## src/rtl/core85_simctl.sv

```systemverilog
// Build option: define CORE85_TRACE_EN to build the opcode trace FIFO;
// with it undefined the trace outputs are tied off and trc_rd is ignored.

`ifdef CORE85_TRACE_EN
// Generic first-word-fall-through FIFO holding opcode trace entries.
// Latency: a pushed entry is visible on pop_dat right after the push edge.
// Backpressure: push at full is refused unless a pop frees a slot the same edge.
module core85_trace_fifo #(
    parameter int WIDTH = 24,
    parameter int DEPTH = 8
) (
    input  logic             clk,
    input  logic             rst,
    input  logic             push,
    input  logic [WIDTH-1:0] push_dat,
    input  logic             pop,
    output logic [WIDTH-1:0] pop_dat,
    output logic             empty,
    output logic             full
);
    localparam int AW = $clog2(DEPTH);
    localparam int CW = AW + 1;

    logic [WIDTH-1:0] mem [DEPTH];
    logic [AW-1:0]    wr_ptr;
    logic [AW-1:0]    rd_ptr;
    logic [CW-1:0]    count;
    logic             push_ok;
    logic             pop_ok;

    assign empty   = (count == '0);
    assign full    = (count == CW'(DEPTH));
    assign pop_ok  = pop && !empty;
    // A pop on the same edge frees the slot, so a full FIFO still accepts.
    assign push_ok = push && (!full || pop_ok);
    assign pop_dat = empty ? '0 : mem[rd_ptr];

    // Storage, wrapping pointers and occupancy count.
    always_ff @(posedge clk or posedge rst) begin
        if (rst) begin
            for (int i = 0; i < DEPTH; i++) begin
                mem[i] <= '0;
            end
            wr_ptr <= '0;
            rd_ptr <= '0;
            count  <= '0;
        end else begin
            if (push_ok) begin
                mem[wr_ptr] <= push_dat;
                wr_ptr      <= wr_ptr + AW'(1);
            end
            if (pop_ok) begin
                rd_ptr <= rd_ptr + AW'(1);
            end
            case ({push_ok, pop_ok})
                2'b10:   count <= count + CW'(1);
                2'b01:   count <= count - CW'(1);
                default: ;
            endcase
        end
    end
endmodule
`endif

// Run controller for the 8085 core: power-on reset, opcode trace, HLT and timeout.
// Latency: core reset lifts RSTCYCLES clocks after rst; trace entry visible the edge rd_ rises.
// Backpressure: none toward the core; fetches meeting a full trace FIFO are dropped, trc_ovf set.
module core85_simctl #(
    parameter int                  DATASIZE   = 8,
    parameter int                  ADDRSIZE   = 16,
    parameter int                  RSTCYCLES  = 3,
    parameter int                  CYCSIZE    = 16,
    parameter int                  TIMEOUT    = 350,
    parameter logic [DATASIZE-1:0] HALTCODE   = 8'h76,
    parameter int                  HALTWAIT   = 2,
    parameter int                  TRACEDEPTH = 8
) (
    input  logic                         clk,
    input  logic                         rst,
    input  logic [DATASIZE-1:0]          addrdata,
    input  logic [ADDRSIZE-DATASIZE-1:0] addr,
    input  logic                         ale,
    input  logic                         iom_,
    input  logic                         s1,
    input  logic                         s0,
    input  logic                         rd_,
    input  logic                         wr_,
    output logic                         core_rst_,
    output logic                         running,
    output logic                         halted,
    output logic                         timeout,
    output logic                         done,
    output logic [CYCSIZE-1:0]           cycles,
    input  logic                         trc_rd,
    output logic [ADDRSIZE+DATASIZE-1:0] trc_data,
    output logic                         trc_empty,
    output logic                         trc_ovf
);
    localparam int                 RW        = $clog2(RSTCYCLES + 1);
    localparam int                 IW        = $clog2(HALTWAIT + 1);
    localparam logic [RW-1:0]      RST_LAST  = RW'(RSTCYCLES - 1);
    localparam logic [IW-1:0]      IDLE_LAST = IW'(HALTWAIT - 1);
    localparam logic [CYCSIZE-1:0] CYC_LAST  = CYCSIZE'(TIMEOUT - 1);
    localparam logic [2:0]         ST_FETCH  = 3'b011;

    typedef enum logic [2:0] {
        ST_RESET,
        ST_RUN,
        ST_HWAIT,
        ST_HALT,
        ST_TOUT
    } state_t;

    state_t             state;
    state_t             state_nxt;
    logic [RW-1:0]      rst_cnt;
    logic [RW-1:0]      rst_cnt_nxt;
    logic [IW-1:0]      idle_cnt;
    logic [IW-1:0]      idle_cnt_nxt;
    logic [CYCSIZE-1:0] cycles_nxt;
    logic [CYCSIZE-1:0] cyc_inc;
    logic [DATASIZE-1:0] addr_lo;
    logic [DATASIZE-1:0] data_q;
    logic [2:0]         status;
    logic               rd_q;
    logic               mon_en;
    logic               fetch_done;
    logic               bus_idle;
    logic               at_budget;

    // Bus is only watched while the core is live and not yet stopped.
    assign mon_en     = (state == ST_RUN) || (state == ST_HWAIT);
    assign fetch_done = mon_en && (status == ST_FETCH) && !rd_q && rd_;
    assign bus_idle   = !ale && rd_ && wr_;
    assign at_budget  = (cycles == CYC_LAST);
    assign cyc_inc    = (cycles == '1) ? cycles : cycles + CYCSIZE'(1);

    // Next-state, reset-hold counter, halt idle counter and cycle budget.
    always_comb begin
        state_nxt    = state;
        rst_cnt_nxt  = rst_cnt;
        idle_cnt_nxt = idle_cnt;
        cycles_nxt   = cycles;
        case (state)
            ST_RESET: begin
                if (rst_cnt == RST_LAST) begin
                    state_nxt = ST_RUN;
                end else begin
                    rst_cnt_nxt = rst_cnt + RW'(1);
                end
            end
            ST_RUN: begin
                cycles_nxt = cyc_inc;
                if (at_budget) begin
                    state_nxt = ST_TOUT;
                end else if (fetch_done && (data_q == HALTCODE)) begin
                    state_nxt    = ST_HWAIT;
                    idle_cnt_nxt = '0;
                end
            end
            ST_HWAIT: begin
                cycles_nxt   = cyc_inc;
                idle_cnt_nxt = bus_idle ? idle_cnt + IW'(1) : '0;
                // Halt completion outranks a budget expiring on the same edge.
                if (bus_idle && (idle_cnt == IDLE_LAST)) begin
                    state_nxt = ST_HALT;
                end else if (at_budget) begin
                    state_nxt = ST_TOUT;
                end else if (ale) begin
                    state_nxt = ST_RUN;
                end
            end
            default: ;
        endcase
    end

    // FSM state and counter registers.
    always_ff @(posedge clk or posedge rst) begin
        if (rst) begin
            state    <= ST_RESET;
            rst_cnt  <= '0;
            idle_cnt <= '0;
            cycles   <= '0;
        end else begin
            state    <= state_nxt;
            rst_cnt  <= rst_cnt_nxt;
            idle_cnt <= idle_cnt_nxt;
            cycles   <= cycles_nxt;
        end
    end

    // Bus capture: low address and status on ALE, read data while rd_ is low.
    always_ff @(posedge clk or posedge rst) begin
        if (rst) begin
            addr_lo <= '0;
            status  <= '0;
            data_q  <= '0;
            rd_q    <= 1'b0;
        end else begin
            if (ale) begin
                addr_lo <= addrdata;
                status  <= {iom_, s1, s0};
            end
            if (!rd_) begin
                data_q <= addrdata;
            end
            rd_q <= rd_;
        end
    end

    assign core_rst_ = (state != ST_RESET);
    assign running   = (state == ST_RUN);
    assign halted    = (state == ST_HALT);
    assign timeout   = (state == ST_TOUT);
    assign done      = halted || timeout;

`ifdef CORE85_TRACE_EN
    typedef struct packed {
        logic [ADDRSIZE-DATASIZE-1:0] addr_hi;
        logic [DATASIZE-1:0]          addr_lo;
        logic [DATASIZE-1:0]          opcode;
    } trace_ent_t;

    trace_ent_t push_ent;
    logic       fifo_full;

    assign push_ent = '{addr_hi: addr, addr_lo: addr_lo, opcode: data_q};

    core85_trace_fifo #(
        .WIDTH (ADDRSIZE + DATASIZE),
        .DEPTH (TRACEDEPTH)
    ) u_trace_fifo (
        .clk      (clk),
        .rst      (rst),
        .push     (fetch_done),
        .push_dat (push_ent),
        .pop      (trc_rd),
        .pop_dat  (trc_data),
        .empty    (trc_empty),
        .full     (fifo_full)
    );

    // Sticky overflow: a fetch arrived at a full FIFO with no pop to make room.
    always_ff @(posedge clk or posedge rst) begin
        if (rst) begin
            trc_ovf <= 1'b0;
        end else if (fetch_done && fifo_full && !trc_rd) begin
            trc_ovf <= 1'b1;
        end
    end
`else
    logic unused_trace;

    assign unused_trace = ^{trc_rd, addr, addr_lo};
    assign trc_data     = '0;
    assign trc_empty    = 1'b1;
    assign trc_ovf      = 1'b0;
`endif

endmodule

```

## config.mk

```make
export PLATFORM = sky130hd
export DESIGN_NAME = core85_simctl
export DESIGN_NICKNAME = d
export VERILOG_FILES = /design/src/rtl/core85_simctl.sv
export SDC_FILE = /design/constraint.sdc
export NUM_CORES = 1
export LEC_CHECK = 0
export ABC_CLOCK_PERIOD_IN_PS = 1900
export CAP_MARGIN = 20
export CORE_UTILIZATION = 41
export DETAILED_ROUTE_END_ITERATION = 8
export GPL_TIMING_DRIVEN = 0
export MAX_ROUTING_LAYER = met4
export PLACE_DENSITY = 0.85
export SETUP_SLACK_MARGIN = 0.4
export SLEW_MARGIN = 20
export SYNTH_ARGS = -nofsm -noshare
export SYNTH_HDL_FRONTEND = slang
export SYNTH_HIERARCHICAL = 1
export SYNTH_SLANG_ARGS = --single-unit
```

## constraint.sdc

```tcl
create_clock -name clk -period 1.9 [get_ports clk]
set_clock_uncertainty 0.2 [all_clocks]
set_input_delay 0.38 -clock clk [delete_from_list [all_inputs] [get_ports clk]]
set_output_delay 0.38 -clock clk [all_outputs]
set_load 0.005 [all_outputs]
```

==> results.json, run 1 <==
{
  "cts_sinks": 35,
  "status": "finished, violations left",
  "worst_pin_slew_ns": 0.737,
  "grt.overflow.total": 0,
  "worstHoldPathType": "reg2reg",
  "synth-edff-count": 0,
  "fp.coreArea_mm2": 0.00479,
  "slew_violations": 0,
  "dp_hpwl_um": 2920,
  "total_power_mw": 3.42,
  "crit_start": "cycles[1]",
  "num-fill-cells": 302,
  "final_cell_mix": "63 x buf_4, 41 x buf_6, 26 x conb_1",
  "synth_ff_type": "dfrtp_1",
  "antenna_found_initial": 0,
  "seq_area_frac_synth_pct": 42.5,
  "cts-root-buf": "clkbuf_8",
  "ios": 72,
  "die_h_um": 72.9,
  "cap_violations": 0,
  "end_kind": "register",
  "critPathKind": "reg2reg",
  "failed_checks": "setup timing",
  "syn_area_mm2": 0.00206,
  "setup_viol": 20,
  "remaining_drc_errors": 0,
  "report.final.hold_viol_count": 0,
  "ir_worst_vdd_mv": 0.854,
  "portBuffers": 36,
  "worstReg2RegEnd": "state[1]",
  "r2r_setup_slack_ns": -0.14,
  "startpoint_type": "register",
  "first_global_vias": 1892,
  "cts_tree": "yes",
  "ys_ff_latch": 35,
  "h-tree-depth": 2,
  "holdWs_ns": 0.301,
  "crit_required_ns": 1.87,
  "grt_max_degree": 36,
  "rr_worst_depth": 7,
  "max_freq_mhz": 491,
  "avgSynthCellArea_um2": 10.7,
  "gp_congestion": 0.837,
  "min_period_over_period_pct": 107,
  "cts.path.max_buffers": 2,
  "async_reset_ff_share_pct": 100,
  "clk_pin_slew_ns": 0.08,
  "start_util_pct": 43.1,
  "cts-buffers-inserted": 5,
  "drtPass1Iterations": 4,
  "die_area_mm2": 0.00531,
  "antennaDiodeCount": 0,
  "timing.rr.start": "cycles[1]",
  "track_usage_pct": 23.9,
  "p_leak_nw": 1.72,
  "wl_per_cell_um": 15.2,
  "fin_ws_ns": -0.138,
  "rows": 25,
  "synth_cell_types": 51,
  "insertion_delay_ns": 0.30,
  "area_growth_pct": 76.4,
  "cp_max_fo": 6,
  "rsz0062_at_grt": "true",
  "wirelength_um": 6010,
  "p_per_area_mw_per_mm2": 941,
  "nets": 356,
  "post-route-min-period_ns": 2.04,
  "max_slew_margin_pct": 50.8,
  "vias": 1933,
  "final_antenna_net_count": 0,
  "layout_commonest_cell": "buf_4",
  "viasPerCell": 4.89,
  "grt_first_pass_wirelength_um": 9090,
  "drive_above_1_share_pct": 61.6,
  "arrival_ns": 2.01,
  "endpoint": "state[1]",
  "drt_iter0_drc": 83,
  "die_x_um": 72.9,
  "ys_warn_count": 6,
  "synthCells": 192
}
-- how the worst min path moves through the flow --
stage / start / end / slack, ns / cells after the start
3_5_place_dp: data_q[2] / data_q[2] / 0.29 / 1
2_1_floorplan: rd_ / rd_q / 0.21 / 0
4_1_cts: idle_cnt[0] / idle_cnt[0] / 0.30 / 1
3_3_place_gp: data_q[1] / data_q[1] / 0.28 / 1
6_report: data_q[2] / data_q[2] / 0.30 / 1
5_1_grt: data_q[2] / data_q[2] / 0.32 / 1
-- synthesized netlist by cell type (2+ instances only) --
master	number	share of area, %
dfrtp_1	35	43
buf_4	27	9.8
mux2_2	14	7.7
nor2_1	13	2.4
nand2_1	12	2.2
xor2_1	9	3.8
inv_1	5	0.91
nand3_1	5	1.2
nand4_1	5	1.5
nor4_1	5	1.5
a21oi_1	4	0.97
ha_1	4	2.4
nor3b_1	3	1.1
o21ai_0	3	0.73
xnor2_1	3	1.3
clkbuf_1	2	0.36
conb_1	2	0.36
mux2i_1	2	0.97
nand4b_1	2	0.85
nor3_1	2	0.49
nor4b_2	2	1.5
o211ai_1	2	0.73
o22ai_1	2	0.61
or4_1	2	0.73
-- critical path, cell delays in order (launching register included) --
cell	delay [ns]
dfrtp_1	0.43
inv_2	0.11
ha_4	0.12
or4bb_4	0.47
nor4_4	0.17
buf_6	0.18
a22o_1	0.14
a2bb2oi_1	0.08
-- stage by stage --
step / util (%) / std cells / setup TNS [ns] / area, µm² / setup slack, ns
final: 76.0 / 395 / -1.29 / 3640 / -0.138
after global routing: 76.0 / 395 / -2.29 / 3640 / -0.174
after global placement: 56.4 / 319 / -11.12 / 2700 / -0.349
after floorplan: - / 216 / 0 / 2250 / 0.0473
after detailed placement: 56.4 / 319 / -2.91 / 2700 / -0.355
after CTS: 71.1 / 384 / -0.392 / 3400 / -0.0935
-- logic make-up (layout without fill, tap and decap cells) --
logic type                 Yosys count  count (layout)  share of synthesized area, %
xor gates and xnor gates            12              12                          5.10
AOI/OAI and AO/OA                   16              16                          5.04
and+or+nand+nor                     71              71                          24.0
other                                2              26                         0.364
adders and majority gates            4               4                          2.43
DFF                                 35              35                          42.5
buffers and inverters               35             147                          11.4
muxes                               17              17                          9.17
-- repair_timing --
item,in CTS,in global routing
endpoints found under the setup margin,52,36
pin swaps,28,19
resized for setup,151,31
gates cloned,1,0
hold endpoints to repair,0,0
hold buffers,0,0
setup buffers,56,11
-- layout make-up --
class                   count  area, µm²  share of cell area (%)
plain buffers              30        239                    6.57
clock buffers               5       68.8                    1.89
clock inverters             3       43.8                    1.20
inverters                   5       18.8                   0.516
multi-input cells         146       1360                    37.4
flip-flops and latches     35        891                    24.5
well taps                  67       83.8                    2.31
repair buffers            104        930                    25.6
-- metal layers --
metal  track usage (%)  up-vias  part of all wire (%)
met5                 -        -                     0
met4              10.9        0                   2.4
met3              3.73       15                   4.8
met2              42.9       81                    56
met1              25.8      937                    37
li1                  -      900                     -
-- state kept, by name, summed over array words and instances, names as in the netlist --
signal / flops
data_q: 8
cycles: 16
rst_cnt: 2
state: 3
status: 3
rd_q: 1
idle_cnt: 2
-- where the power goes --
part           switching [mW]  internal [mW]  total (mW)
sequential              0.134          0.870        1.00
combinational           0.693           1.03        1.72
clock                   0.301          0.391       0.692
No activity file was read; power rests on OpenSTA's default activity.
==> run 2, diff against run 1 <==
- CORE_UTILIZATION: 41 -> 42
- CTS_BUF_LIST: not set -> sky130_fd_sc_hd__clkbuf_4
- PLACE_DENSITY: 0.85 -> 0.86
- SLEW_MARGIN: 20 -> not set
==> run 2 against run 1 <==
The run still ends with setup timing left. Critical path type is now reg2out. First-iteration DRC count decreased by 13%. Design area decreased by 1.9%. Largest cell class unchanged. Routed wire length decreased by 3.8%. Global-route usage decreased by 1.3 points. Count of clock-buffer cells in the layout increased by 1.
==> results.json, run 2 (synthesis results as in run 1) <==
{
  "min_period_over_period_pct": 109,
  "die_area_mm2": 0.00519,
  "rows": 25,
  "dp_hpwl_um": 3000,
  "status": "finished, violations left",
  "start_util_pct": 43.6,
  "drt_iter0_drc": 72,
  "cts.path.max_buffers": 2,
  "layout_commonest_cell": "buf_4",
  "die_x_um": 72.0,
  "track_usage_pct": 22.5,
  "grt_max_degree": 20,
  "cp_slowest_stage_delay_ns": 0.41,
  "grt_first_pass_wirelength_um": 8750,
  "end_kind": "primary output",
  "largest_register_ffs": 16,
  "wirelength_um": 5780,
  "cts-root-buf": "clkbuf_4",
  "insertion_delay_ns": 0.34,
  "max_freq_mhz": 482,
  "seqCellArea_um2": 891,
  "setup_viol": 17,
  "report.final.hold_viol_count": 0,
  "ir_worst_vdd_mv": 0.630,
  "timing.rr.start": "state[0]",
  "failed_checks": "setup timing",
  "vias": 1934,
  "clk_pin_slew_ns": 0.12,
  "arrival_ns": 1.49,
  "cts_tree": "yes",
  "wl_per_cell_um": 14.7,
  "grt.overflow.total": 0,
  "worstReg2RegEnd": "cycles[2]",
  "top_register": "cycles",
  "h-tree-depth": 2,
  "critPathKind": "reg2out",
  "area_growth_pct": 73.1,
  "critical_path.slowest_cell": "dfrtp_1",
  "drive_above_1_share_pct": 59.3,
  "antennaDiodeCount": 0,
  "fin_ws_ns": -0.173,
  "fp.coreArea_mm2": 0.00472,
  "rr_worst_depth": 9,
  "num-fill-cells": 313,
  "post-route-min-period_ns": 2.07,
  "remaining_drc_errors": 0,
  "biggestRegsByFlops": "cycles (16), data_q (8)",
  "antenna_found_initial": 0,
  "r2r_setup_slack_ns": -0.15,
  "first_global_vias": 1898,
  "startpoint_type": "register",
  "crit_required_ns": 1.32,
  "slew_violations": 0,
  "p_per_area_mw_per_mm2": 915,
  "multiInputGateArea_mm2": 0.00132,
  "rsz0062_at_grt": "true",
  "cap_violations": 0,
  "ios": 72,
  "worstHoldPathType": "in2async",
  "cts-buffers-inserted": 5,
  "fin_setup_tns_ns": -1.54,
  "nets": 355,
  "crit_top_cell": "buf_6",
  "gp_congestion": 0.866,
  "worstPathCellList": "buf_6 > buf_6 > or3_4 > buf_6",
  "final_cell_mix": "72 x buf_4, 32 x buf_6, 26 x conb_1",
  "fin_util_pct": 75.5,
  "cp_max_fo": 3,
  "portBuffers": 36,
  "drtPass1Iterations": 6,
  "worst_pin_slew_ns": 0.745,
  "p_leak_nw": 1.70,
  "max_slew_margin_pct": 50.3,
  "viasPerCell": 4.91,
  "die_h_um": 72.0,
  "final_antenna_net_count": 0,
  "cts_sinks": 35
}
## run 2: changes by cell type in the layout (fill, tap and decap cells not counted), moves of 2 or more
cell | previous run | this run
buf_6 | 41 | 32
clkbuf_4 | 0 | 6
buf_4 | 63 | 72
buf_2 | 14 | 12
a21oi_1 | 2 | 4
clkbuf_8 | 6 | 1
a21oi_2 | 2 | 0
## run 2: worst max-delay path: cells and delay by family (launching register included)
family,cells,cell delay (ns)
simple gates,1,0.38
flops,1,0.41
buf+inv,3,0.37
## run 2: cell type report
class / instances / area share (%)
plain buffers: 30 / 6.63
multi-input cells: 146 / 36.9
inverters: 5 / 0.526
repair buffers: 103 / 25.7
well taps: 67 / 2.35
flip-flops and latches: 35 / 25.0
clock inverters: 2 / 1.68
clock buffers: 6 / 1.26
## run 2: how the worst max path moves through the flow
stage	from	end	slack, ns
floorplan	cycles[10]	state[1]	0.05
global placement	rst	cycles[7]	-0.33
CTS	state[0]	done	-0.16
finish	state[0]	core_rst_	-0.17
detailed placement	rd_	state[2]	-0.35
global route	state[0]	core_rst_	-0.21
## run 2: timing repair
item | 4_1_cts | 5_1_grt
hold buffers | 0 | 0
buffers inserted | 52 | 13
pin swaps | 29 | 12
cloned | 0 | 1
gates resized for setup | 140 | 23
endpoints found under the setup margin | 52 | 52
## run 2: per-stage QoR
step	cells	power (mW)	setup WS [ns]	hold WS, ns	area, µm²
2_1_floorplan	216	1.47	0.0473	0.211	2250
3_3_place_gp	319	1.78	-0.332	0.282	2700
3_5_place_dp	320	1.80	-0.351	0.291	2730
4_1_cts	380	3.02	-0.158	0.272	3380
5_1_grt	394	3.41	-0.214	0.310	3570
6_report	394	3.26	-0.173	0.253	3570
## run 2: where the power goes
group          leakage, nW  internal [mW]  switching (mW)
sequential           0.409          0.869           0.123
clock               0.0559          0.425           0.262
combinational         1.24          0.931           0.652
## run 2: metal layers
metal | vias up | wire, µm | global-route usage (%)
met5 | - | 0 | -
met4 | 0 | 47 | 5.01
met3 | 10 | 265 | 5.69
met2 | 72 | 3240 | 41.2
met1 | 950 | 2230 | 24.6
li1 | 902 | - | -
==> run 3, diff against run 2 <==
- MAX_ROUTING_LAYER: met4 -> not set
==> run 3 against run 2 <==
The run still ends with setup timing left. Sequential share of layout area stayed put. Routed wire length is 0.52% higher. Cell count stayed put. Register-to-register slack hardly changed. Power is 0.18% higher. Non-clock buffer count stayed put. Via count is 1.1% higher. Clock power is 0.9% higher. Sequential cell count stayed put. Design area stayed put. Die area stayed put. Critical endpoint unchanged. Highest routed layer unchanged.
==> results.json, run 3 (synthesis results as in run 1) <==
{
  "wl_per_cell_um": 14.8,
  "startpoint_type": "register",
  "cts-root-buf": "clkbuf_4",
  "portBuffers": 36,
  "cap_violations": 0,
  "dp_hpwl_um": 3000,
  "placed_cells": 320,
  "slew_violations": 0,
  "p_seq_share_pct": 30.3,
  "biggestRegsByFlops": "cycles (16), data_q (8)",
  "nets": 355,
  "track_usage_pct": 21.9,
  "die_h_um": 72.0,
  "p_per_area_mw_per_mm2": 916,
  "antennaDiodeCount": 0,
  "switching_power_mw": 1.04,
  "clk_pin_slew_ns": 0.12,
  "insertion_delay_ns": 0.35,
  "fin_ws_ns": -0.180,
  "post-route-min-period_ns": 2.08,
  "viasPerCell": 4.96,
  "p_leak_nw": 1.70,
  "clkPwrFrac_pct": 21.2,
  "vias": 1955,
  "cp_max_fo": 3,
  "grt.overflow.total": 0,
  "hold_buffers": 0,
  "final_cell_mix": "72 x buf_4, 32 x buf_6, 26 x conb_1",
  "status": "finished, violations left",
  "total_power_mw": 3.27,
  "failed_checks": "setup timing",
  "worst_pin_slew_ns": 0.746,
  "num-fill-cells": 313,
  "rsz0062_at_grt": "true",
  "critPathKind": "reg2out",
  "drt_iter0_drc": 71,
  "max_slew_margin_pct": 50.2,
  "cts_tree": "yes",
  "fin_cells": 394,
  "die_x_um": 72.0,
  "ios": 72,
  "remaining_drc_errors": 0,
  "max_freq_mhz": 481,
  "grt_first_pass_wirelength_um": 8740,
  "switching_share_pct": 31.9,
  "placed_area_mm2": 0.00273,
  "final_antenna_net_count": 0,
  "end_kind": "primary output",
  "p_int_mw": 2.22,
  "die_area_mm2": 0.00519,
  "drive_above_1_share_pct": 59.3,
  "cts_sinks": 35,
  "cts-buffers-inserted": 5,
  "crit_required_ns": 1.32,
  "antenna_found_initial": 0,
  "fin_util_pct": 75.5,
  "area_growth_pct": 73.1,
  "cts.path.max_buffers": 2,
  "report.final.hold_viol_count": 0,
  "gp_congestion": 0.852,
  "top_register": "cycles",
  "grt_max_degree": 20,
  "largest_register_ffs": 16,
  "combPwrFrac_pct": 48.5,
  "first_global_vias": 1901,
  "fin_setup_tns_ns": -1.55,
  "drtPass1Iterations": 4,
  "wirelength_um": 5810,
  "arrival_ns": 1.50,
  "ir_worst_vdd_mv": 0.633,
  "start_util_pct": 43.6,
  "rows": 25,
  "fin_area_mm2": 0.00357,
  "min_period_over_period_pct": 109,
  "fp.coreArea_mm2": 0.00472,
  "layout_commonest_cell": "buf_4",
  "setup_viol": 17,
  "h-tree-depth": 2,
  "worstHoldPathType": "in2async"
}
==> run 3: cell counts in the layout (fill, tap and decap cells not counted) <==
Identical to the previous run, type by type.
==> run 3: layout make-up <==
type                            instances  area [µm²]  area share, %
Buffer                                 30         236           6.63
Clock buffer                            6        45.0           1.26
Clock inverter                          2        60.1           1.68
Inverter                                5        18.8          0.526
Multi-Input combinational cell        146        1320           36.9
Sequential cell                        35         891           25.0
Tap cell                               67        83.8           2.35
Timing Repair Buffer                  103         916           25.7
==> run 3: through the flow <==
step	worst slack (ns)	hold slack, ns
2_1_floorplan	0.0473	0.211
3_3_place_gp	-0.332	0.282
3_5_place_dp	-0.351	0.291
4_1_cts	-0.158	0.272
5_1_grt	-0.214	0.310
6_report	-0.180	0.247
==> run 3: path summary, 6_finish.rpt <==
path	start	to	slack, ns	depth (start not counted)
setup / recovery	state[0]	core_rst_	-0.18	4
hold / removal	rst	cycles[1]	0.25	2
setup reg to reg	state[0]	cycles[2]	-0.15	9
hold reg to reg	data_q[4]	data_q[4]	0.31	1
max in group asynchronous	rst	state[1]	0.70	3
min in group clk	rd_	rd_q	0.31	1
==> run 3: worst max-delay path, cell delays in order (launching register included) <==
cell and delay, ns:
dfrtp_1 0.41, buf_6 0.13, buf_6 0.11, or3_4 0.38, buf_6 0.13
==> run 3: repair_timing <==
| action | 4_1_cts | 5_1_grt |
|---|---|---|
| pin swaps | 29 | 12 |
| gates cloned | 0 | 1 |
| setup buffers | 52 | 13 |
| hold endpoints to repair | 0 | 0 |
| setup endpoints to repair | 52 | 52 |
| gates resized for setup | 140 | 23 |
==> run 3: power groups by stage <==
stage,logic [mW],registers [mW],clock network (mW)
4_1_cts,1.34,0.992,0.688
3_5_place_dp,0.770,1.03,0
5_1_grt,1.68,1.01,0.731
2_1_floorplan,0.476,0.998,0
3_3_place_gp,0.748,1.03,0
6_report,1.58,0.991,0.693
==> run 3: metal layers <==
layer	global-route usage (%)	share of wire [%]	routed length (µm)	vias to the layer above
met1	24.3	38	2230	970
met2	41.1	56	3240	68
li1	-	-	-	905
met3	6.39	4.8	280	12
met4	5.01	1.1	63	0
met5	0	0	0	-
